## config.mk

```make
export PLATFORM = sky130hd
export DESIGN_NAME = fetch_unit
export DESIGN_NICKNAME = d
export VERILOG_FILES = /design/src/rtl/isa_pkg.sv /design/src/rtl/branch_lut.sv /design/src/rtl/fetch_unit.sv
export SDC_FILE = /design/constraint.sdc
export NUM_CORES = 1
export LEC_CHECK = 0
export ABC_AREA = 1
export ABC_CLOCK_PERIOD_IN_PS = 1500
export CORE_MARGIN = 4
export CORE_UTILIZATION = 40
export CTS_BUF_LIST = sky130_fd_sc_hd__clkbuf_4
export DETAILED_ROUTE_END_ITERATION = 8
export PLACE_DENSITY_LB_ADDON = 0.2
export SYNTH_ARGS = -nofsm -noshare
export SYNTH_HDL_FRONTEND = slang
export SYNTH_SLANG_ARGS = --single-unit
```

## constraint.sdc

```tcl
create_clock -name Clk -period 1.5 [get_ports Clk]
set_input_delay 0.15 -clock Clk [delete_from_list [all_inputs] [get_ports Clk]]
set_output_delay 0.15 -clock Clk [all_outputs]
set_load 0.01 [all_outputs]
```

## src/rtl/isa_pkg.sv

```systemverilog
// Shared ISA definitions for the fetch path: state encoding, HALT code,
// default widths and the constant branch-target table.
package isa_pkg;

    localparam int PCW_DEF  = 10;
    localparam int IW_DEF   = 9;
    localparam int LUTW_DEF = 3;

    localparam logic [IW_DEF-1:0] HALT = '1;

    typedef enum logic [1:0] {
        S_IDLE = 2'd0,
        S_RUN  = 2'd1,
        S_DONE = 2'd2
    } state_e;

    // Eight fixed branch targets, stored wide and narrowed by the consumer.
    function automatic logic [15:0] lut_entry(input logic [2:0] idx);
        logic [15:0] t;
        case (idx)
            3'd0:    t = 16'd3;
            3'd1:    t = 16'd20;
            3'd2:    t = 16'd40;
            3'd3:    t = 16'd100;
            3'd4:    t = 16'd200;
            3'd5:    t = 16'd512;
            3'd6:    t = 16'd1000;
            default: t = 16'd1023;
        endcase
        return t;
    endfunction

endpackage

```

## src/rtl/branch_lut.sv

```systemverilog
// Combinational branch-target lookup; indices beyond the eight entries alias.
module branch_lut
    import isa_pkg::*;
#(
    parameter int PCW  = PCW_DEF,
    parameter int LUTW = LUTW_DEF
) (
    input  logic [LUTW-1:0] LutIdx,
    output logic [PCW-1:0]  Target
);

    assign Target = PCW'(lut_entry(3'(LutIdx)));

endmodule

```

## src/rtl/fetch_unit.sv

```systemverilog
// Instruction fetch sequencer: walks the ROM from address 0 until it fetches
// HALT, honouring stalls and taken branches, and counts the RUN cycles.
module fetch_unit
    import isa_pkg::*;
#(
    parameter int PCW  = PCW_DEF,
    parameter int IW   = IW_DEF,
    parameter int LUTW = LUTW_DEF
) (
    input  logic            Clk,
    input  logic            Reset,
    input  logic            Start,
    input  logic            Branch,
    input  logic            Taken,
    input  logic [LUTW-1:0] LutIdx,
    input  logic            Stall,
    input  logic [IW-1:0]   InstrIn,
    output logic [PCW-1:0]  ProgCtr,
    output logic [IW-1:0]   Instr,
    output logic            InstrValid,
    output logic            Done,
    output logic [15:0]     CycleCount
);

    state_e          state_q, state_d;
    logic [PCW-1:0]  pc_q, pc_d;
    logic [15:0]     cnt_q, cnt_d;
    logic [PCW-1:0]  br_target;
    logic            is_halt;

    branch_lut #(.PCW(PCW), .LUTW(LUTW)) u_lut (
        .LutIdx (LutIdx),
        .Target (br_target)
    );

    // HALT is the all-ones word at whatever width IW is configured to.
    assign is_halt = &InstrIn;

    always_comb begin
        state_d = state_q;
        pc_d    = pc_q;
        cnt_d   = cnt_q;
        case (state_q)
            S_RUN: begin
                cnt_d = (cnt_q == 16'hFFFF) ? cnt_q : cnt_q + 16'd1;
                if (is_halt)
                    state_d = S_DONE;
                else if (Stall)
                    pc_d = pc_q;
                else if (Branch && Taken)
                    pc_d = br_target;
                else
                    pc_d = pc_q + PCW'(1);
            end
            default: begin
                if (Start) begin
                    state_d = S_RUN;
                    pc_d    = '0;
                    cnt_d   = '0;
                end
            end
        endcase
    end

    always_ff @(posedge Clk) begin
        if (Reset) begin
            state_q <= S_IDLE;
            pc_q    <= '0;
            cnt_q   <= '0;
        end else begin
            state_q <= state_d;
            pc_q    <= pc_d;
            cnt_q   <= cnt_d;
        end
    end

    assign ProgCtr    = pc_q;
    assign CycleCount = cnt_q;
    assign InstrValid = (state_q == S_RUN);
    assign Done       = (state_q == S_DONE);
    assign Instr      = InstrValid ? InstrIn : '0;

endmodule

```

**After elaboration in Yosys (flattened, before gate mapping)**

Cells that the tools add are included.

- Bits in registers: 28
- Bits of input ports: 18
- Output and inout port bits: 37
- Word-level logic and storage cells: 38

- $add $sub $neg: 2
- Equality and inequality tests: 13
- Muxes and demuxes: 13
- Reduce and logical (&&, ||, !) cells: 7

Operators by type and width:

| cell | count |
|---|---|
| 10-bit one-hot mux with 7 select lines | 1 |
| 10-bit two-way mux | 5 |
| 16-bit two-way mux | 3 |
| 16-bit by 1-bit adder with 16-bit output, second input constant | 1 |
| 16-bit == test, second input constant | 1 |
| 10-bit by 1-bit adder with 10-bit output, second input constant | 1 |
| 3-bit == test, second input constant | 3 |
| 9-bit two-way mux | 1 |
| 9-bit AND reduction | 1 |
| 3-bit by 2-bit == test with 1-bit output, second input constant | 2 |
| 2-bit two-way mux | 3 |
| 2-bit inequality test, second input constant | 3 |
| 2-bit AND reduction | 2 |
| 3-bit by 1-bit == test with 1-bit output, second input constant | 1 |
| 3-bit logical NOT | 1 |
| 3-bit AND reduction | 1 |
| 2-bit by 1-bit == test with 1-bit output, second input constant | 1 |
| 2-bit == test, second input constant | 1 |
| 2-bit by 1-bit inequality test with 1-bit output, second input constant | 1 |
| 2-bit nonzero test | 1 |
| 1-bit logical AND | 1 |

**Logic depth before layout (Yosys ltp)**

- Depth in word-level cells: 6
- Gate-level depth with buffers: 9
- Gate-level depth less buffers: 9

**Modules after synthesis**

Synthesis repeated with hierarchy kept, for this count alone.

- Cell total of the unflattened synthesis: 306
- Area total of the unflattened synthesis: 1835.5 um^2

By module, submodules not included:

| module | instances | cells each | area each (um^2) | sequential area each (um^2) |
|---|---|---|---|---|
| fetch_unit | 1 | 286 | 1750.4 | 560.5 |
| branch_lut | 1 | 20 | 85.1 | 0.0 |

**Worst setup path after synthesis**

Ideal clock, no wire load.

- Path kind: register to register
- Start point: register cnt_q[0] (netlist: CycleCount[0])
- End point: register cnt_q[5] (netlist: CycleCount[5])
- Library setup time: 0.115 ns
- Arrival: 1.385 ns
- Data required time: 1.385 ns
- Slack: 0.000 ns
- Cell stages (with the launch flop): 9
- Buffers on the path: 0
- Period minus slack after synthesis: 1.500 ns
- Path through: dfxtp_1 -> ha_1 -> nand2_1 -> nor2_2 -> nand2_2 -> o21ai_2 -> nand2_2 -> a21oi_1 -> nor2_1

- Word-level cells in the longest chain between the ends: 3
- Elaborated cells on any way between the ends: 6
- Classes of those cells: add/sub: 1; eq/ne: 2; mux: 2; reduce/logical: 1

Ends and longest elaborated chain:

| element | line | source |
|---|---|---|
| start, declared | fetch_unit.sv:27 | `logic [15:0] cnt_q, cnt_d;` |
| start signal, assigned | fetch_unit.sv:73 | `cnt_q <= cnt_d;` |
| 16-bit by 1-bit adder with 16-bit output or 16-bit == test (tied branches) | fetch_unit.sv:45 | `cnt_d = (cnt_q == 16'hFFFF) ? cnt_q : cnt_q + 16'd1;` |
| 16-bit two-way mux or 2-bit inequality test (tied branches) | - |  |
| 16-bit two-way mux or 2-bit AND reduction (tied branches) | - |  |

Several ways; a longest one is shown, not always the timed one. The select of a mux whose other input is x is not followed.
A chain may end at the register's enable or synchronous reset.

**Worst setup path after layout**

- Start point: register cnt_q[0] (netlist: CycleCount[0])
- End point: register cnt_q[11] (netlist: CycleCount[11])

The elaborated chain is that of the path after synthesis.

==> results.toml <==
[synth]
synthXorXnorAreaFrac_pct = 0.956
synth_seq_cells = 28
synth_area_sq_um = 1830
ys_seq_area_share_pct = 30.6
synth_cell_types = 28
synthFlopType = "dfxtp_1"
yosys_warnings = 0
synth-adder-area-share_pct = 1.37
netlist_instances = 299
synth_edf_count = 0
yosys.area_share.simple_pct = 44.6
async_flop_share_pct = 0
muxShareOfSynthArea_pct = 0
synth_compound_area_share_pct = 14.8
synth_top_family_by_area = "simple AND/OR/NAND/NOR gates"
synth_nets = 319
avgSynthCellArea_sq_um = 6.13

[power_and_ir_drop]
vdd_drop_max_mv = 0.507
leakage_nw = 1.31
p_per_area_nw_per_um2 = 525

[routing]
wl_per_cell_um = 12.9
dr.pass1.iters = 4
drt_wl_total_um = 5660
vias = 2197
ant_nets = 0
via_per_inst = 5.00
drt-initial-drc-count = 118
drc = 0

[layout]
finalNetCount = 408
fin_cells = 439
diodes = 0
multiInputGateArea_sq_um = 1270
nFillCells = 425
syn_to_final_growth_pct = 55.8
seqCellArea_sq_um = 591
fin_util_pct = 65.1
drive_gt1_share_pct = 26.1

[worst_setup_path]
crit_required_ps = 1790
slowest_stage = "dfxtp_2"
timing.rr.start = "CycleCount[0]"
critical_path.cell_chain = "ha_4, nand2_4, nor2_4, nand2_4, nor2_4, nor2_4, buf_12, nor2_8, nand2_1, a21oi_2"
cp.arrival_ps = 1770
timing.critical_path.mode_cell = "nor2_4"
path_class = "flop to flop"
path_buf_inv = 1
worstPathMaxFanout = 5
critPathLaunchType = "flop"
critPathMaxStageDelay_ps = 380
cp-startpoint = "CycleCount[0]"
crit_family = "simple AND/OR/NAND/NOR gates"
end_kind = "flop"

[clock_network]
htree_levels = 1
path_clk_slew_ps = 160
clock-sinks = 28
cts-root-buf = "clkbuf_4"
hold_buffers = 0
clock_latency_ps = 340
cts_buffers = 3
ctsLongestPathBuffers = 2
cts_tree = "done"

[floorplanning]
ioPinCount = 55
initial_utilization_pct = 41.8
coreArea_sq_um = 4380
die_area_sq_um = 5730
die_width_um = 75.7
num_rows = 24
die_y_um = 75.7

[timing]
worstMarginPinSlew_ps = 369
tns_ps = 0
finalClockSkew_ps = 5.16
hold_ws_ps = 499
maxSlewViolCount = 0
hold_viol = 0
finalSetupViolCount = 0
rsz0062_at_grt = "true"
max-slew-margin-rel_pct = 75.3
period_share_pct = 99.2
fmax_ghz = 0.672
worst_slack_ps = 11.4
period_minus_slack_ps = 1490

[outcome]
status = "completed"

[global_routing]
grt_overflow = 0
grt_pass1_vias = 1957
grt_max_degree = 16
grt_usage_pct = 19.8
grt_first_pass_wirelength_um = 8830
antenna_found_initial = 0

[min_path]
worstHoldStart = "ProgCtr[9]"
min-delay-path-class = "flop to flop"

[placement]
portBuffers = 54
detailed_place_hpwl_um = 4110
gp_congestion = 0.917
dp.cells = 427
pre_cts_ws_ps = -105

[flow_run]
maxCapViolCount = 0
synth_stat cells (all sizes together) (2+ instances only):
cell / count / area [sq um]
a21oi: 33 / 169
clkbuf: 3 / 11.3
dfxtp: 28 / 561
ha: 2 / 25.0
inv: 32 / 120
nand2: 83 / 334
nand3: 26 / 135
nand4: 9 / 56.3
nor2: 53 / 245
nor3: 3 / 15.0
o21ai: 14 / 73.8
o21bai: 2 / 15.0
or2: 4 / 25.0
xor2: 2 / 17.5
power by group:
part | switching (W) | leakage (nW) | internal (W) | total (W)
registers | 0.0000223 | 0.237 | 0.000760 | 0.000782
clock network | 0.000235 | 0.0154 | 0.0000980 | 0.000333
logic | 0.000208 | 1.06 | 0.000176 | 0.000384
registers in the layout, summed over array words and instances, names as in the netlist:
register,cells
ProgCtr,10
state_q,2
CycleCount,16
routing by layer:
layer	GRT usage, %	up-vias	part of all wire, %
li1	-	1151	-
met1	25.3	994	44
met2	34.7	48	50
met3	4.09	4	4.8
met4	3.50	0	0.81
met5	0	-	0
metrics by stage:
stage	total power, W	area [sq um]
after global routing	0.00158	2860
after detailed placement	0.00114	2620
after CTS	0.00147	2660
final	0.00150	2860
after global placement	0.00113	2620
after floorplan	0.000960	1830
worst register-to-register path: cells and delay by family, from the launching register on:
family,cells,cell delay (ps)
AOI/OAI and AO/OA,1,110
adders and majority gates,1,150
DFF,1,380
and+or+nand+nor,7,660
buffers and inverters,1,130
what timing repair did:
item	in CTS	in global routing
gates cloned	1	1
pin swaps	0	9
resized for setup	41	45
setup endpoints to repair	45	39
buffers inserted	0	6
logic make-up after synthesis:
| logic type | Yosys count |
|---|---|
| XOR/XNOR | 2 |
| flip-flops | 28 |
| AND/OR/NAND/NOR | 179 |
| adder cells (fa/ha/maj) | 2 |
| AO/OA/AOI/OAI | 51 |
| buffers and inverters | 37 |
final timing paths:
kind	end	slack, ps	cells past startpoint
min	ProgCtr[9]	500	2
max	CycleCount[11]	10	10
max reg2reg	CycleCount[11]	10	10
min reg2reg	ProgCtr[9]	500	2
cell type report:
type | count | area share [%]
clock buffers | 3 | 0.789
clock inverters | 1 | 0.131
inverters | 33 | 4.47
multi-input cells | 236 | 44.4
flip-flops and latches | 28 | 20.7
well taps | 52 | 2.28
repair buffers | 86 | 27.3
cells in the final DEF (no fill, tap or decap), types with 3 or more instances in the layout:
cell,instances
o21ai_0,12
clkbuf_4,3
nand4_1,9
nand2_2,9
dlygate4sd2_1,20
a21oi_1,25
clkdlybuf4s50_1,26
nand3_1,25
dfxtp_1,8
nand2_4,5
nor3_1,3
or2_2,4
dfxtp_2,18
inv_1,30
buf_4,30
nor2_1,44
a21oi_2,8
nor2_4,7
clkbuf_2,3
nand2_1,69
dlymetal6s2s_1,5
Power figures use the tool's default switching activity.
